`src/rtl/sram_l1veri_denetleyici_pkg.sv`:
```
// Shared types and helpers for the L1 data SRAM controller.
// Widths here are the defaults used by the controller parameters.
package l1veri_pkg;

  localparam int L1_ADDR_W   = 8;
  localparam int L1_DATA_W   = 32;
  localparam int SRAM_WORD_W = L1_DATA_W + 1;
  localparam int PARITY_BIT  = L1_DATA_W;

  typedef enum logic [2:0] {
    CLEAR  = 3'd0,
    IDLE   = 3'd1,
    ACCESS = 3'd2,
    WAIT   = 3'd3,
    RESP   = 3'd4
  } l1_state_e;

  // Parity bit stored alongside the data so the full SRAM word has even parity.
  function automatic logic parity_gen(input logic [L1_DATA_W-1:0] data);
    return ^data;
  endfunction

endpackage

```
`src/rtl/sram_l1veri_denetleyici.sv`:
```
// L1 data SRAM initiator: request stream to macro cycles, parity on writes and reads,
// optional zero-fill of the whole array after reset.
//
// state  | meaning
// CLEAR  | sweeping zeros into every word, requests held off
// IDLE   | ready for one request
// ACCESS | macro samples the registered command this cycle
// WAIT   | read data arrives from the macro, captured on exit
// RESP   | read response held until consumed
module sram_l1veri_denetleyici
  import l1veri_pkg::*;
#(
  parameter int ADDR_WIDTH     = L1_ADDR_W,
  parameter int DATA_WIDTH     = L1_DATA_W,
  parameter int CLEAR_ON_RESET = 1
) (
  input  logic                  clk_i,
  input  logic                  rstn_i,
  input  logic                  req_valid_i,
  output logic                  req_ready_o,
  input  logic                  req_write_i,
  input  logic [ADDR_WIDTH-1:0] req_addr_i,
  input  logic [DATA_WIDTH-1:0] req_wdata_i,
  output logic                  resp_valid_o,
  input  logic                  resp_ready_i,
  output logic [DATA_WIDTH-1:0] resp_rdata_o,
  output logic                  resp_parity_err_o,
  output logic                  init_done_o,
  output logic                  sram_csb_o,
  output logic                  sram_web_o,
  output logic [ADDR_WIDTH-1:0] sram_addr_o,
  output logic [DATA_WIDTH:0]   sram_din_o,
  input  logic [DATA_WIDTH:0]   sram_dout_i
);

  localparam int DEPTH = 1 << ADDR_WIDTH;
  localparam logic [ADDR_WIDTH:0] CNT_LAST = (ADDR_WIDTH+1)'(DEPTH - 1);
  localparam logic [ADDR_WIDTH:0] CNT_ONE  = (ADDR_WIDTH+1)'(1);

  l1_state_e             state;
  logic [ADDR_WIDTH:0]   clr_cnt;
  logic                  accept;

  assign accept = req_valid_i & req_ready_o;

  always_ff @(posedge clk_i) begin
    if (!rstn_i) begin
      state             <= (CLEAR_ON_RESET != 0) ? CLEAR : IDLE;
      clr_cnt           <= '0;
      req_ready_o       <= 1'b0;
      resp_valid_o      <= 1'b0;
      resp_rdata_o      <= '0;
      resp_parity_err_o <= 1'b0;
      init_done_o       <= 1'b0;
      sram_csb_o        <= 1'b1;
      sram_web_o        <= 1'b1;
      sram_addr_o       <= '0;
      sram_din_o        <= '0;
    end else begin
      unique case (state)
        CLEAR: begin
          sram_csb_o  <= 1'b0;
          sram_web_o  <= 1'b0;
          sram_din_o  <= '0;
          sram_addr_o <= clr_cnt[ADDR_WIDTH-1:0];
          clr_cnt     <= clr_cnt + CNT_ONE;
          if (clr_cnt == CNT_LAST) begin
            state       <= IDLE;
            init_done_o <= 1'b1;
            req_ready_o <= 1'b1;
          end
        end
        IDLE: begin
          // The last clear write is sampled by the macro on this edge, so a new
          // command may be registered at the same time.
          init_done_o <= 1'b1;
          sram_csb_o  <= 1'b1;
          sram_web_o  <= 1'b1;
          if (accept) begin
            sram_csb_o  <= 1'b0;
            sram_web_o  <= ~req_write_i;
            sram_addr_o <= req_addr_i;
            sram_din_o  <= {parity_gen(req_wdata_i), req_wdata_i};
            req_ready_o <= 1'b0;
            state       <= ACCESS;
          end else begin
            req_ready_o <= 1'b1;
          end
        end
        ACCESS: begin
          sram_csb_o <= 1'b1;
          sram_web_o <= 1'b1;
          if (!sram_web_o) begin
            req_ready_o <= 1'b1;
            state       <= IDLE;
          end else begin
            state <= WAIT;
          end
        end
        WAIT: begin
          // Macro output is only valid up to this edge.
          resp_rdata_o      <= sram_dout_i[DATA_WIDTH-1:0];
          resp_parity_err_o <= ^sram_dout_i;
          resp_valid_o      <= 1'b1;
          state             <= RESP;
        end
        RESP: begin
          if (resp_ready_i) begin
            resp_valid_o <= 1'b0;
            req_ready_o  <= 1'b1;
            state        <= IDLE;
          end
        end
        default: begin
          state <= IDLE;
        end
      endcase
    end
  end

endmodule
```
`config.mk`:
```
export PLATFORM = sky130hd
export DESIGN_NAME = sram_l1veri_denetleyici
export DESIGN_NICKNAME = d
export VERILOG_FILES = /design/src/rtl/sram_l1veri_denetleyici_pkg.sv /design/src/rtl/sram_l1veri_denetleyici.sv
export SDC_FILE = /design/constraint.sdc
export NUM_CORES = 1
export LEC_CHECK = 0
export BUFFER_PORTS_ARGS = -buffer_cell sky130_fd_sc_hd__buf_2
export CAP_MARGIN = 20
export CORE_AREA = 8 8 88 121
export CTS_BUF_LIST = sky130_fd_sc_hd__clkbuf_16
export CTS_CLUSTER_SIZE = 40
export DETAILED_ROUTE_END_ITERATION = 10
export DIE_AREA = 0 0 96 129
export PLACE_DENSITY = 0.74
export SETUP_SLACK_MARGIN = 0.3
export SYNTH_ARGS = -nofsm -noshare
export SYNTH_HDL_FRONTEND = slang
export SYNTH_SLANG_ARGS = --single-unit
```
`constraint.sdc`:
```
create_clock -name clk_i -period 2 [get_ports clk_i]
set_input_delay 0.4 -clock clk_i [delete_from_list [all_inputs] [get_ports clk_i]]
set_output_delay 0.4 -clock clk_i [all_outputs]
set_load 0.01 [all_outputs]
```
==> results.py <==
metrics = {
    "synth": {
        "ys_seq_elements": 91,
        "syn_avg_cell_area_um2": 8.647,
        "seq_area_frac_synth": 0.4344,
        "ys_types": 32,
        "syn_inst": 485,
        "syn_area_um2": 4194,
        "syn-num-nets": 565,
        "synth_warnings": 0,
    },
    "floorplan": {
        "row_count": 41,
        "dieHeight_um": 129,
        "coreArea_um2": 8875,
        "die_area_um2": 12380,
        "io_pins": 157,
        "die_w_um": 96,
        "start_util": 0.4726,
    },
    "cts": {
        "postCtsSetupBuffers": 0,
        "postCtsHoldBufs": 0,
        "numCtsBuffers": 9,
        "h-tree-depth": 3,
        "clk_pin_slew_ps": 60,
        "clock-sinks": 91,
        "clk_latency_ps": 330,
        "cts_tree": "done",
        "root_buffer": "clkbuf_16",
        "clockBufferDepth": 2,
    },
    "hold_path": {
        "min_to": "sram_din_o[19]",
        "hp-start": "req_wdata_i[19]",
        "min_path_type": "in -> reg",
        "whs_path_depth": 3,
    },
    "routing": {
        "vias": 3764,
        "post_drt_wl_per_cell_um": 14.93,
        "viasPerCell": 5.073,
        "ant_nets": 0,
        "drt_first_iter_violations": 141,
        "firstDrtPassIters": 7,
        "post-route-drc-count": 0,
        "finalWirelength_um": 11080,
    },
    "worst_setup_path": {
        "reg2reg_setup_slack_ps": 400,
        "cp_data_arrival_time_ps": 1830,
        "reg2reg_depth": 6,
        "cp_top_family": "simple AND/OR/NAND/NOR gates",
        "r2r-end": "sram_din_o[32]",
        "end_kind": "flip-flop",
        "cpPeakStageDelay_ps": 440,
        "crit_chain": "nor3_2, nand3_1, buf_4, nand3_1, o21ai_1, and2_1",
        "crit_buf_inv": 1,
        "worstPathRequired_ps": 2230,
        "r2r-start": "state[2]",
        "cp_slowest_cell": "dfxtp_1",
        "cpMostUsedCell": "nand3_1",
        "worstSetupPathType": "reg -> reg",
        "critical_path.startpoint_type": "flip-flop",
        "crit_fanout": 27,
    },
    "timing": {
        "finalHoldViolations": 0,
        "finalCritPeriodShare": 0.8016,
        "setup_viol": 0,
        "rsz0062_at_grt": "true",
        "slew_headroom": 0.7074,
        "finalCriticalPeriod_ps": 1603,
        "finalSetupTns_ps": 0,
        "max_freq_mhz": 623.8,
        "slew_viol_final": 0,
        "skew_ps": 4.657,
        "worst_pin_slew_ps": 438.3,
    },
    "cells_and_area": {
        "drive_gt1_frac": 0.3008,
        "final_cell_mix": "buf_2 (156), nand2_1 (120), dfxtp_1 (90), a21boi_1 (68), xnor2_1 (57)",
        "diodes": 0,
        "nets": 712,
        "multi_input_area_um2": 2263,
        "finalNonFillerCells": 742,
        "ff_latch_area_um2": 1823,
        "final_common_cell": "buf_2",
        "n_fill_cell": 809,
        "area_growth_pct": 28.13,
    },
    "pwr": {
        "power.density_nw_per_um2": 715.1,
        "p_leak_nw": 2.387,
        "ir_worst_vdd_mv": 0.5465,
    },
    "grt": {
        "grt_max_degree": 91,
        "grt.total_usage": 0.1778,
        "grt_pass1_vias": 3786,
        "grt_pass1_wl_um": 17550,
        "antenna_found_initial": 0,
        "grt.overflow.total": 0,
    },
    "run_status": {
        "status": "completed",
    },
    "placed_design": {
        "post-dp-hpwl_um": 8209,
        "gp_congestion": 0.7905,
        "placedCellCount": 728,
        "portBuffers": 156,
    },
    "flow_run": {
        "drv_cap": 0,
    },
}
report_power, final:
group	switching [W]	total (W)	leakage, nW	internal (W)
clock	0.000642	0.00145	0.126	0.000812
sequential	0.0000107	0.00183	0.735	0.00182
combinational	0.000240	0.000555	1.53	0.000315
routing by layer:
metal  GRT usage  vias to the layer above  share of wire
met5           0                        -              0
met4     0.09718                        0          0.028
met3     0.04487                       20          0.083
met2      0.3044                      124           0.51
met1      0.1930                     1719           0.38
li1            -                     1901              -
cell usage after synthesis:
library cell	instances	area (um^2)
xor2_1	8	70.07
xnor3_1	1	22.52
and3_1	2	12.51
ha_1	2	25.02
buf_2	5	25.02
inv_1	1	3.750
nor3_2	1	10.01
nand2_1	120	450.4
a21oi_1	4	20.02
nand3b_1	2	15.01
and2_1	7	43.79
clkbuf_1	25	93.84
nand2b_1	2	12.51
nor4_2	1	12.51
nor2_1	8	30.03
nand2_4	1	11.26
o311a_1	1	10.01
nor3_1	5	25.02
o211a_1	8	80.08
a21boi_1	68	510.5
or3_1	3	18.77
nand4_1	3	18.77
o21a_1	1	7.510
a211oi_2	1	12.51
o21ai_1	6	30.03
nand3_1	35	175.2
xnor2_1	58	508.0
buf_1	3	11.26
inv_2	1	3.750
dfxtp_1	91	1822
a31oi_1	2	12.51
mux2i_1	9	90.09
logic make-up after synthesis:
group | synth area share
buffers and inverters | 0.03281
multiplexers | 0.02148
XOR/XNOR | 0.1432
flip-flops | 0.4344
AO/OA/AOI/OAI | 0.1629
AND/OR/NAND/NOR | 0.1993
adder cells (fa/ha/maj) | 0.005966
cell type report:
type / instances / share of cell area
clock inverter: 5 / 0.004191
inverter: 2 / 0.001397
timing repair buffer: 169 / 0.1672
clock buffer: 9 / 0.04191
tap: 107 / 0.02491
sequential: 91 / 0.3392
multi-input combinational: 359 / 0.4212
stage by stage:
stage	area, um^2	utilization	power, W	worst slack [ps]	hold WS (ps)
after floorplan	4194	-	0.002265	308.9	464.5
after global placement	5100	0.5747	0.002424	-2.356	437.7
after detailed placement	5100	0.5747	0.002435	-21.63	445.8
after CTS	5348	0.6026	0.003898	331.5	304.2
after global routing	5374	0.6055	0.004015	264.0	310.6
final	5374	0.6055	0.003843	396.8	318.8
state kept, by name, indices dropped and copies added, names as in the netlist, 3 cells and up:
register,cells
sram_din_o,33
sram_addr_o,8
resp_rdata_o,32
clr_cnt,9
state,3
worst max path at each step:
stage / to / cells past startpoint / from
5_1_grt: sram_din_o[32] / 6 / state[2]
3_3_place_gp: resp_parity_err_o / 8 / sram_dout_i[24]
4_1_cts: resp_parity_err_o / 8 / sram_dout_i[29]
3_5_place_dp: resp_parity_err_o / 8 / sram_dout_i[29]
6_report: sram_din_o[32] / 6 / state[2]
2_1_floorplan: resp_parity_err_o / 7 / sram_dout_i[31]
worst register-to-register path, delay by kind of cell, from the launching register on:
kind	cells	cell delay, ps
buffers and inverters	1	250
and+or+nand+nor	4	750
DFF	1	440
AOI/OAI and AO/OA	1	60
repair_timing:
action,CTS,global route
resized for setup,0,6
endpoints found under the setup margin,0,27
endpoints found under the hold margin,0,0
Power figures use the tool's default switching activity.
